[config.mk]
export PLATFORM = sky130hd
export DESIGN_NAME = pwm_duty_meter
export DESIGN_NICKNAME = d
export VERILOG_FILES = /design/src/rtl/pwm_pkg.sv /design/src/rtl/pwm_div4.sv /design/src/rtl/pwm_duty_meter.sv
export SDC_FILE = /design/constraint.sdc
export NUM_CORES = 1
export LEC_CHECK = 0
export ABC_AREA = 0
export CAP_MARGIN = 20
export CORE_MARGIN = 1
export CORE_UTILIZATION = 55
export CTS_CLUSTER_SIZE = 20
export DETAILED_ROUTE_END_ITERATION = 6
export PLACE_DENSITY_LB_ADDON = 0.1
export SLEW_MARGIN = 20
export SYNTH_ARGS = -nofsm -noshare
export SYNTH_HDL_FRONTEND = slang
export SYNTH_SLANG_ARGS = --single-unit
export TNS_END_PERCENT = 5
[constraint.sdc]
create_clock -name clk -period 4.25 [get_ports clk]
set_input_delay 1.0625 -clock clk [delete_from_list [all_inputs] [get_ports clk]]
set_output_delay 1.0625 -clock clk [all_outputs]
set_load 0.005 [all_outputs]
[src/rtl/pwm_pkg.sv]
// Shared constants and FSM encoding for the PWM duty-cycle meter.
package pwm_pkg;

  localparam int unsigned DUTY_W = 4;

  typedef enum logic [1:0] {
    IDLE    = 2'd0,
    MEASURE = 2'd1,
    HOLD    = 2'd2
  } state_t;

endpackage

[src/rtl/pwm_div4.sv]
// Four-iteration restoring divider: quot = floor(dividend*16/divisor), dividend < divisor.
module pwm_div4
  import pwm_pkg::*;
#(
  parameter int unsigned CNT_W = 16
) (
  input  logic              clk,
  input  logic              rst,
  input  logic              load,
  input  logic [CNT_W-1:0]  dividend,
  input  logic [CNT_W-1:0]  divisor,
  output logic              busy,
  output logic              done,
  output logic [DUTY_W-1:0] quot
);

  localparam int unsigned STEP_W = $clog2(DUTY_W);

  logic [CNT_W-1:0]  r_rem;
  logic [CNT_W-1:0]  r_div;
  logic [DUTY_W-2:0] r_q;
  logic [STEP_W-1:0] r_step;
  logic              r_busy;

  logic [CNT_W:0]    w_shift;
  logic [CNT_W-1:0]  w_sub;
  logic              w_bit;

  // Remainder stays below the divisor, so the shifted value fits CNT_W+1 bits.
  always_comb begin
    w_shift = {r_rem, 1'b0};
    w_bit   = (w_shift >= {1'b0, r_div});
    w_sub   = w_bit ? (w_shift[CNT_W-1:0] - r_div) : w_shift[CNT_W-1:0];
  end

  always_ff @(posedge clk) begin
    if (rst) begin
      r_busy <= 1'b0;
      r_step <= '0;
      r_rem  <= '0;
      r_div  <= '0;
      r_q    <= '0;
    end else if (load && !r_busy) begin
      r_busy <= 1'b1;
      r_step <= '0;
      r_rem  <= dividend;
      r_div  <= divisor;
      r_q    <= '0;
    end else if (r_busy) begin
      r_rem  <= w_sub;
      r_q    <= {r_q[DUTY_W-3:0], w_bit};
      r_step <= r_step + STEP_W'(1);
      if (r_step == STEP_W'(DUTY_W - 1)) r_busy <= 1'b0;
    end
  end

  // The last quotient bit is folded in combinationally so the caller can register it on this edge.
  assign busy = r_busy;
  assign done = r_busy && (r_step == STEP_W'(DUTY_W - 1));
  assign quot = {r_q, w_bit};

endmodule

[src/rtl/pwm_duty_meter.sv]
// Measures high time, period and 4-bit duty of an asynchronous PWM input; flags stuck input and overruns.
module pwm_duty_meter
  import pwm_pkg::*;
#(
  parameter int unsigned CNT_W = 16
) (
  input  logic              clk,
  input  logic              rst,
  input  logic              pwm_in,
  output logic [CNT_W-1:0]  high_cnt,
  output logic [CNT_W-1:0]  period_cnt,
  output logic [DUTY_W-1:0] duty,
  output logic              valid,
  output logic              stuck,
  output logic              stuck_level,
  output logic              overrun
);

  localparam logic [CNT_W-1:0] CNT_MAX = '1;

  logic              r_s1, r_s2, r_s3;
  logic              w_edge;
  state_t            r_state, w_next;
  logic [CNT_W-1:0]  r_per, r_high;
  logic [CNT_W-1:0]  r_snap_high, r_snap_per;
  logic              w_snap, w_load, w_busy, w_done;
  logic [DUTY_W-1:0] w_quot;

  always_ff @(posedge clk) begin
    if (rst) begin
      r_s1 <= 1'b0;
      r_s2 <= 1'b0;
      r_s3 <= 1'b0;
    end else begin
      r_s1 <= pwm_in;
      r_s2 <= r_s1;
      r_s3 <= r_s2;
    end
  end

  assign w_edge = r_s2 & ~r_s3;

  always_ff @(posedge clk) begin
    if (rst) r_state <= IDLE;
    else     r_state <= w_next;
  end

  // An edge always wins over a simultaneous timeout.
  always_comb begin
    w_next = r_state;
    case (r_state)
      IDLE:    if (w_edge) w_next = MEASURE;
      MEASURE: if (!w_edge && (r_per == CNT_MAX)) w_next = HOLD;
      HOLD:    if (w_edge) w_next = MEASURE;
      default: w_next = IDLE;
    endcase
  end

  always_comb begin
    stuck  = 1'b0;
    w_snap = 1'b0;
    case (r_state)
      MEASURE: w_snap = w_edge;
      HOLD:    stuck  = 1'b1;
      default: ;
    endcase
  end

  assign w_load = w_snap && !w_busy;

  always_ff @(posedge clk) begin
    if (rst) begin
      r_per  <= '0;
      r_high <= '0;
    end else if (w_edge) begin
      r_per  <= CNT_W'(1);
      r_high <= CNT_W'(1);
    end else if ((r_state == MEASURE) && (w_next == MEASURE)) begin
      r_per  <= r_per + CNT_W'(1);
      r_high <= r_high + CNT_W'(r_s2);
    end else begin
      r_per  <= '0;
      r_high <= '0;
    end
  end

  always_ff @(posedge clk) begin
    if (rst) begin
      r_snap_high <= '0;
      r_snap_per  <= '0;
      high_cnt    <= '0;
      period_cnt  <= '0;
      duty        <= '0;
      valid       <= 1'b0;
      stuck_level <= 1'b0;
      overrun     <= 1'b0;
    end else begin
      valid <= w_done;
      if (w_load) begin
        r_snap_high <= r_high;
        r_snap_per  <= r_per;
      end
      if (w_done) begin
        high_cnt   <= r_snap_high;
        period_cnt <= r_snap_per;
        duty       <= w_quot;
      end
      if (w_snap && w_busy) overrun <= 1'b1;
      if ((r_state == MEASURE) && (w_next == HOLD)) stuck_level <= r_s2;
    end
  end

  pwm_div4 #(
    .CNT_W(CNT_W)
  ) u_div (
    .clk     (clk),
    .rst     (rst),
    .load    (w_load),
    .dividend(r_high),
    .divisor (r_per),
    .busy    (w_busy),
    .done    (w_done),
    .quot    (w_quot)
  );

endmodule

### Yosys cells after proc, flatten, opt, wreduce, memory -nomap -nowiden

Index checks and enable logic that the tools add are counted.

* register bits after elaboration: 146
* bits of input ports: 3
* output and inout bits: 40

* reduce and logical (&&, ||, !) cells: 14
* equal/unequal tests: 6
* add/subtract/negate cells: 4
* bitwise gates (word level): 3
* magnitude comparators: 1
* muxes and demuxes: 15

Operators by type and width (count)
* 16-bit 2-to-1 mux: 3
* 17-bit by 16-bit >= comparator with 1-bit output: 1
* 16-bit by 1-bit adder with 16-bit output: 1
* 16-bit by 1-bit adder with 16-bit output, second input constant: 1
* 16-bit equality test, second input constant: 1
* 16-bit subtractor: 1
* 1-bit 2-to-1 mux: 9
* 1-bit logical AND: 7
* 2-bit equality test, second input constant: 3
* 2-bit by 1-bit equality test with 1-bit output, second input constant: 2
* 2-bit 2-to-1 mux: 2
* 2-bit one-hot mux with 2 select lines: 1
* 2-bit OR reduction: 2
* 3-bit OR reduction: 1
* 2-bit by 1-bit adder with 2-bit output, second input constant: 1
* 1-bit zero test: 2
* 2-bit zero test: 1
* 1-bit inverter: 2
* 2-bit nonzero test: 1
* 1-bit bitwise AND: 1

### Longest topological paths before layout

Gate-level depths: netlist (run 1).

* word-level depth: 10
* depth in mapped cells: 11
* gate-level depth less buffers: 9

### Cells and area by module

Synthesis (run 1) repeated with hierarchy kept, for this count alone.

* cells, all modules: 760
* area total of the unflattened synthesis: 6577.6 um2

By module, submodules not included
* pwm_duty_meter: seq. area each 2162.1 um2, area an instance 4060.1 um2, cells an instance 444, times used 1
* pwm_div4: seq. area each 760.7 um2, area an instance 2517.4 um2, cells an instance 316, times used 1

### Worst setup path before layout (run 1)

No wires, ideal clock.

* path type: register to register
* from: register r_snap_per[2] (netlist name)
* to: register u_div.r_rem[13]
* setup time: 0.088 ns
* required time: 4.162 ns
* path slack: 2.042 ns
* period minus slack after synthesis: 2.208 ns
* stages on the path, launching flop included: 10
* data arrival time: 2.119 ns
* cell sequence: dfxtp_1 > inv_1 > ha_1 > o211ai_2 > a21oi_2 > a211oi_2 > o22ai_1 > a211oi_1 > or3b_1 > a311oi_2

RTL lines
* to (signal assigned): RTL line pwm_div4.sv:46 `r_rem <= dividend;`
* to (signal assigned): RTL line pwm_div4.sv:50 `r_rem <= w_sub;`
* to (decl): RTL line pwm_div4.sv:19 `logic [CNT_W-1:0] r_rem;`

==> flow_metrics.tcl, run 1 <==
set metrics [dict create \
    fin_ws_ns 1.36 \
    seq_area_frac_synth 0.454 \
    setup_tns_ns 0 \
    slowest_delay_ns 0.74 \
    first_pass_iters 7 \
    grt_max_degree 47 \
    grt_pass1_wl_um 21800 \
    synth-seq-cells 130 \
    dp.final_hpwl_um 9290 \
    critPathTopFamily "compound AO/OA/AOI/OAI gates" \
    hold_path.class "register to register" \
    syn_to_final_growth_pct 17.8 \
    seqPwrFrac 0.470 \
    hold_violations 0 \
    grt_overflow 0 \
    yosys_warnings 0 \
    crit_buf_inv 2 \
    layoutNonFillerInstCount 845 \
    post_synth.cell_area_avg_um2 8.60 \
    die_area_um2 10800 \
    cts_hold_buf 0 \
    dp_slack_ns 1.10 \
    path_common_cell "a21oi_2" \
    clkTransAtPathRegs_ns 0.06 \
    synthFlopType "dfxtp_1" \
    netSwitchingPower_mw 0.631 \
    final_common_cell "dfxtp_1" \
    violations "DRC" \
    cts_setup_buffers 0 \
    critPathMaxFanout 18 \
    synthCells 666 \
    cts_tree "done" \
    skew_ns 0.0107 \
    synth_area_leaders "dfxtp_1 (45%), nand2_1 (7.5%), a21oi_1 (5.1%)" \
    yosysUniqueCellTypes 55 \
    grt_pass1_vias 4340 \
    mostFrequentLayoutCells "dfxtp_1 (130), nand2_1 (115), a21oi_1 (57), nor2_1 (52), clkdlybuf4s50_1 (41)" \
    placed_cells 813 \
    setup_viol 0 \
    top_layer "met4" \
    met2WireLength_um 6270 \
    core_um2 9950 \
    power_frac_comb 0.034 \
    timing.slew.headroom 0.322 \
    rsz0062_at_grt "false" \
    cts-root-buf "clkbuf_8" \
    p_clk_frac 0.496 \
    crit_path_end_kind "register" \
    crit_path_cell_trace "inv_1 -> ha_1 -> o211ai_2 -> a21oi_2 -> a211oi_2 -> o31ai_4 -> a21oi_2 -> buf_4 -> a31oi_1 -> o22ai_1" \
    chipWidth_um 104 \
    start_util 0.575 \
    antenna_found_initial 0 \
    crit_path_start_kind "register" \
    outcome "finished, violations left" \
    yosysTopAreaCell "dfxtp_1" \
    slew_violations 0 \
    io_buffers 42 \
    drive_above_1_share 0.0716 \
    clockBufferDepth 2 \
    placementRows 36 \
    diodes 0 \
    p_total_mw 2.61 \
    vias 4851 \
    fmax_mhz 347 \
    grt_use_total 0.254 \
    drc 3 \
    n_fill_cell 822 \
    cpMaxStageDelayCell "a21oi_2" \
    viasPerCell 5.74 \
    nNetsFinal 723 \
    place_congestion 0.863 \
    max_cap_violations 0 \
    peakVddDrop_uv 260 \
    powerDensity_nw_per_um2 387 \
    synth_edf_count 0 \
    die_h_um 104 \
    finalCriticalPeriod_ns 2.89 \
    synthArstFlopShare 0 \
    hold_ws_ns 0.447 \
    wl_per_cell_um 15.9 \
    internal_power_mw 1.98 \
    wirelength_um 13400 \
    leakage_nw 2.36 \
    cts_buffers 17 \
    path_class "register to register" \
    clk_latency_ns 0.52 \
    synth_fp_nets 690 \
    io_pins 43 \
    cts_num_sinks 130 \
    syn_area_um2 5730 \
    synth_top_area_frac 0.454 \
    post-route-period-util 0.679 \
    htree_num_levels 4 \
    met3RoutedLength_um 681 \
    wl_met1_um 6320 \
    required_ns 4.68 \
    cts_resized 0 \
    worstMarginPinSlew_ns 1.02 \
    worstPathArrival_ns 3.32 \
    drtAntennaViolNets 0 \
    switching_share 0.241 \
    drt_iter0_markers 328 \
]
-- state kept, by name, indices dropped and copies added (netlist names) --
signal	count
duty	4
high_cnt	16
overrun	1
period_cnt	16
r_high	16
r_per	16
r_s1	1
r_s2	1
r_s3	1
r_snap_high	16
r_snap_per	15
r_state	2
stuck_level	1
u_div.busy	1
u_div.r_div	1
u_div.r_q	3
u_div.r_rem	16
u_div.r_step	2
valid	1
-- path summary, 6_finish.rpt --
| check | startpoint | to | slack [ns] | depth (start not counted) |
|---|---|---|---|---|
| setup / recovery | r_snap_per[2] | u_div.r_rem[10] | 1.36 | 10 |
| hold / removal | r_s1 | r_s2 | 0.45 | 1 |
| setup reg to reg | r_snap_per[2] | u_div.r_rem[10] | 1.36 | 10 |
| hold reg to reg | r_s1 | r_s2 | 0.45 | 1 |
-- cell type report --
class | instances | area (um^2) | area share
Clock inverter | 13 | 105 | 0.0156
Multi-Input combinational cell | 476 | 2890 | 0.429
Tap cell | 133 | 166 | 0.0247
Inverter | 26 | 97.6 | 0.0145
Timing Repair Buffer | 48 | 460 | 0.0683
Sequential cell | 130 | 2600 | 0.386
Clock buffer | 19 | 422 | 0.0625
-- synthesized netlist by cell type, types with 6 or more instances --
library cell / n
nor3_1: 10
inv_1: 26
a21oi_1: 58
dfxtp_1: 130
o21ai_0: 22
mux2i_1: 8
xor2_1: 24
a211oi_1: 16
o21a_1: 6
clkbuf_1: 25
nand2b_1: 9
a22o_1: 19
nor2_1: 53
and2_1: 11
nand2_1: 115
nand3_1: 19
xnor2_1: 16
nor2b_1: 8
ha_1: 20
-- power by group through the flow --
stage | combinational (mW) | sequential [mW] | clock (mW)
floorplan | 0.0694 | 1.25 | 0
global placement | 0.0865 | 1.25 | 0
detailed placement | 0.0877 | 1.25 | 0
CTS | 0.0884 | 1.23 | 1.31
global route | 0.0978 | 1.23 | 1.37
finish | 0.0896 | 1.23 | 1.30
-- cells by family after synthesis --
group / Yosys count / share of synthesized area
compound gates: 156 / 0.180
buf+inv: 60 / 0.0419
fa+ha+maj: 21 / 0.0472
xor+xnor: 40 / 0.0612
flops: 130 / 0.454
simple gates: 250 / 0.200
mux: 9 / 0.0159
-- through the flow --
step                instance area (um^2)   util
floorplan                           5730      -
global placement                    6220  0.625
detailed placement                  6220  0.625
CTS                                 6740  0.677
global route                        6750  0.678
finish                              6750  0.678
-- metal layers --
| metal | global-route usage | vias to the layer above |
|---|---|---|
| li1 | - | 2372 |
| met1 | 0.346 | 2313 |
| met2 | 0.403 | 152 |
| met3 | 0.0564 | 14 |
| met4 | 0.0735 | 0 |
| met5 | 0 | - |
Note: power is estimated with default switching activity, not from simulation.
==> run 2: changes to the inputs <==
==> constraint.sdc (replaced) <==
create_clock -name clk -period 3 [get_ports clk]
set_input_delay 0.75 -clock clk [delete_from_list [all_inputs] [get_ports clk]]
set_output_delay 0.75 -clock clk [all_outputs]
set_load 0.005 [all_outputs]
==> flow_metrics.tcl, run 2 (synthesis results as in run 1) <==
set metrics [dict create \
    outcome "completed" \
    grt_use_total 0.269 \
    max_cap_violations 0 \
    n_fill_cell 835 \
    fin_ws_ns 0.392 \
    vias 4861 \
    htree_num_levels 4 \
    worstMarginPinSlew_ns 1.03 \
    io_pins 43 \
    viasPerCell 5.73 \
    antenna_found_initial 0 \
    cts_num_sinks 130 \
    path_class "register to register" \
    cts_setup_buffers 0 \
    setup_viol 0 \
    multiInputGateArea_um2 2890 \
    cts-root-buf "clkbuf_8" \
    syn_to_final_growth_pct 19.2 \
    rsz0062_at_grt "false" \
    timing.slew.headroom 0.314 \
    clk_latency_ns 0.52 \
    setup_tns_ns 0 \
    first_pass_iters 6 \
    r2r_start "r_snap_per[13]" \
    critPathMaxFanout 22 \
    hold_ws_ns 0.448 \
    grt_pass1_wl_um 23000 \
    powerDensity_nw_per_um2 571 \
    timing.rr.end "u_div.r_rem[13]" \
    drive_above_1_share 0.0783 \
    rr_worst_depth 10 \
    wl_per_cell_um 16.4 \
    die_area_um2 10800 \
    die_h_um 104 \
    clockBufferDepth 2 \
    diodes 0 \
    peakVddDrop_uv 389 \
    reg2reg_setup_slack_ns 0.39 \
    skew_ns 0.00906 \
    start_util 0.575 \
    grt_overflow 0 \
    dp_slack_ns 0.418 \
    cts_hold_buf 0 \
    final_common_cell "dfxtp_1" \
    hold_path.class "register to register" \
    worstSetupPathDepth 10 \
    cts_tree "done" \
    cts_resized 0 \
    wirelength_um 13900 \
    placementRows 36 \
    mostFrequentLayoutCells "dfxtp_1 (130), nand2_1 (115), a21oi_1 (57), nor2_1 (52), clkdlybuf4s50_1 (41)" \
    core_um2 9950 \
    required_ns 3.43 \
    io_buffers 42 \
    finalCriticalPeriod_ns 2.61 \
    crit_path_cell_trace "inv_1 -> ha_1 -> nand3_1 -> nor3_1 -> nand4_1 -> o2111ai_1 -> a21oi_2 -> buf_4 -> or3b_1 -> a311oi_2" \
    cts_buffers 17 \
    slew_violations 0 \
    critPathTopFamily "simple AND/OR/NAND/NOR gates" \
    fmax_mhz 383 \
    crit_path_start_kind "register" \
    drt_iter0_markers 426 \
    grt_pass1_vias 4588 \
    drtAntennaViolNets 0 \
    worstPathArrival_ns 3.04 \
    critPathCapture "u_div.r_rem[13]" \
    dp.final_hpwl_um 9590 \
    grt_max_degree 40 \
    clkTransAtPathRegs_ns 0.06 \
    chipWidth_um 104 \
    slowest_delay_ns 0.46 \
    place_congestion 0.984 \
    cpMaxStageDelayCell "ha_1" \
    cp-startpoint "r_snap_per[13]" \
    nNetsFinal 727 \
    regArea_um2 2600 \
    drc 0 \
    leakage_nw 2.40 \
    hold_violations 0 \
    post-route-period-util 0.869 \
    crit_buf_inv 2 \
    crit_path_end_kind "register" \
]
[run 2: changes by cell type in the layout (fill, tap and decap cells not counted), sizes merged]
cell / previous run / this run
buf: 7 / 11
clkinv: 5 / 2
bufinv: 0 / 2
clkbuf: 19 / 18
clkinvlp: 3 / 4
[run 2: worst min path at each step]
stage / startpoint / cells past startpoint / slack, ns / end
final: r_s1 / 1 / 0.45 / r_s2
after CTS: r_s1 / 1 / 0.45 / r_s2
after floorplan: r_s1 / 1 / 0.41 / r_s2
after global placement: r_s1 / 1 / 0.42 / r_s2
after global routing: r_s1 / 1 / 0.46 / r_s2
after detailed placement: r_s1 / 1 / 0.44 / r_s2
[run 2: per-stage QoR]
step / area (um^2) / utilization / power [mW] / cells
after global placement: 6250 / 0.628 / 1.90 / 817
after detailed placement: 6250 / 0.628 / 1.90 / 817
after global routing: 6830 / 0.686 / 4.01 / 848
after floorplan: 5730 / - / 1.87 / 666
after CTS: 6830 / 0.686 / 3.91 / 848
final: 6830 / 0.686 / 3.90 / 848
[run 2: worst register-to-register path, delay by kind of cell, from the launching register on]
family	cells	cell delay (ns)
flops	1	0.33
buf+inv	2	0.30
simple gates	4	1.02
fa+ha+maj	1	0.46
compound gates	3	0.42
[run 2: cell type report]
cell class | count | area share
clock inverter | 13 | 0.0220
timing repair buffer | 52 | 0.0718
clock buffer | 18 | 0.0627
tap | 133 | 0.0244
multi-input combinational | 476 | 0.424
inverter | 26 | 0.0143
sequential | 130 | 0.381
[run 2: routing by layer]
layer	share of wire	vias up	GRT usage
li1	-	2369	-
met1	0.46	2319	0.359
met2	0.47	139	0.422
met3	0.045	34	0.0583
met4	0.030	0	0.113
met5	0	-	0
[run 2: report_power, final]
part	internal [mW]	switching (mW)	total [mW]
Sequential	1.73	0.00681	1.74
Combinational	0.0456	0.0839	0.130
Clock	1.21	0.813	2.03
==> patch: new RTL, settings of run 1 <==
The output `valid` loses its register stage (`valid` becomes a continuous assignment).
--- a/src/rtl/pwm_duty_meter.sv
+++ b/src/rtl/pwm_duty_meter.sv
@@ -91,11 +91,9 @@
       high_cnt    <= '0;
       period_cnt  <= '0;
       duty        <= '0;
-      valid       <= 1'b0;
       stuck_level <= 1'b0;
       overrun     <= 1'b0;
     end else begin
-      valid <= w_done;
       if (w_load) begin
         r_snap_high <= r_high;
         r_snap_per  <= r_per;
@@ -109,6 +107,8 @@
       if ((r_state == MEASURE) && (w_next == HOLD)) stuck_level <= r_s2;
     end
   end
+
+  assign valid = w_done;
 
   pwm_div4 #(
     .CNT_W(CNT_W)
Function: changed (a bounded check fails within 10 cycles, from zero or initial values and one cycle with rst high).
==> patch against run 1 <==
- routed wire length is 10% higher
- non-clock buffer count up 3
- total power up 10%
- synthesized area increased by 3.4%
- worst setup slack better by 98 ps
- sequential cell count fell by 1
- cell area increased by 4.5%
- global-route usage increased by 2.7 points
==> patch: results (changes against run 1) <==
Routing
  • Routed len/inst: 16.23 um (was 15.91 um)
  • Starting DRT DRC Count: 354 (was 328)
  • DR pass1 iterations: 5 (was 7)
  • DR vias: 5241 (was 4851)

Setup path
  • CP max-delay cell: clkdlybuf4s50_1 (was a21oi_2)
  • Critical R2R Capture: r_per[11] (was u_div.r_rem[10])
  • Max incr delay on CP: 510 ps (was 740 ps)
  • Reg2reg setup slack: 1490 ps (was 1360 ps)
  • Crit path to: valid (was u_div.r_rem[10])
  • CP max FO: 3 (was 18)
  • Reg2Reg Launch Point: r_per[0] (was r_snap_per[2])
  • Setup crit start: u_div.r_step[0] (was r_snap_per[2])
  • WP data arrival: 1730 ps (was 3320 ps)
  • FF-to-FF path depth: 8 (was 10)
  • Crit-path leading delay family: buffers and inverters (was compound AO/OA/AOI/OAI gates)

Global route
  • Tot GR Track Use: 28.11% (was 25.40%)
  • First-pass GRT wire length: 24.44 mm (was 21.82 mm)
  • Largest net degree at the start of global routing: 65 (was 47)
  • Vias in the first global route: 4866 (was 4340)

STA
  • Clock skew: 5.672 ps (was 10.71 ps)
  • Slew margin rel.: 38.45% (was 32.21%)
  • Final critical-path required period: 2788 ps (was 2885 ps)

Power
  • Int Power: 2.252 mW (was 1.982 mW)
  • Leakage: 2.447 nW (was 2.361 nW)
  • Peak VDD IR: 0.2173 mV (was 0.2604 mV)

Synthesis
  • Post-Synthesis Cells: 733 (was 666)
  • Post-synth top cells: nand2_1, dfxtp_1, a21oi_1 (was dfxtp_1, nand2_1, a21oi_1)
  • Top post-synthesis cells by area: dfxtp_1, nand2_1, a21oi_1 (unchanged)
  • Post-synth top flop: dfxtp_1 (unchanged)
  • Sequential element share of the synthesized area: 43.62% (was 45.44%)
  • Post-synth cell types: 59 (was 55)
  • Post-Syn Nets: 757 (was 690)

Layout
  • Final #Nets: 787 (was 723)
  • Fin cells: 912 (was 845)
  • Layout cells sized above 1: 7.216% (was 7.163%)

Placement
  • Final Wtd Congestion: 0.8807 (was 0.8628)
  • Worst slack at placement: 1552 ps (was 1096 ps)
  • # placed instances: 880 (was 813)
  • HPWL Detailed: 9.945 mm (was 9.285 mm)
  • Port buffer count: 42 (unchanged)

Run status
  • Status: complete, no violations (was complete, but fails checks)
patch: how the worst min path moves through the flow:
stage,from,to,slack (ps),cells after the start
after global routing,r_s1,r_s2,470,1
after global placement,r_s1,r_s2,430,1
after CTS,r_s1,r_s2,450,1
final,r_s1,r_s2,440,1
after floorplan,r_s1,r_s2,410,1
after detailed placement,r_s1,r_s2,430,1
patch: per-layer routing:
| metal | wire length (um) | part of all wire (%) | global-route usage (%) |
|---|---|---|---|
| met3 | 819 | 5.5 | 5.875 |
| met4 | 306 | 2.1 | 9.623 |
| met5 | 0 | 0 | 0 |
| met1 | 6831 | 46 | 38.24 |
| met2 | 6847 | 46 | 44.16 |
patch: area by class of cell:
class / count / area (sq um)
sequential: 129 / 2582
inverter: 23 / 86.33
clock inverter: 12 / 178.9
timing repair buffer: 51 / 490.5
clock buffer: 20 / 455.4
multi-input combinational: 541 / 3088
tap: 136 / 170.2
fill: 887 / 3318
patch: stage by stage:
step | total power [mW] | instance area, sq um
2_1_floorplan | 1.327 | 5921
3_3_place_gp | 1.347 | 6401
3_5_place_dp | 1.349 | 6417
4_1_cts | 2.888 | 7052
5_1_grt | 2.956 | 7052
6_report | 2.874 | 7052
patch: power by group through the flow:
stage	clock [mW]	sequential (mW)	combinational [mW]
final	1.55	1.22	0.108
after global routing	1.62	1.22	0.117
after CTS	1.57	1.22	0.106
after detailed placement	0	1.24	0.105
after global placement	0	1.24	0.103
after floorplan	0	1.24	0.0839
patch: logic make-up (layout without fill, tap and decap cells):
family / Yosys count / count (layout) / synth area share, %
compound gates: 157 / 157 / 16.42
xor+xnor: 37 / 37 / 5.473
fa+ha+maj: 21 / 21 / 4.565
simple gates: 316 / 316 / 23.92
buf+inv: 63 / 106 / 4.290
mux: 10 / 10 / 1.712
flops: 129 / 129 / 43.62
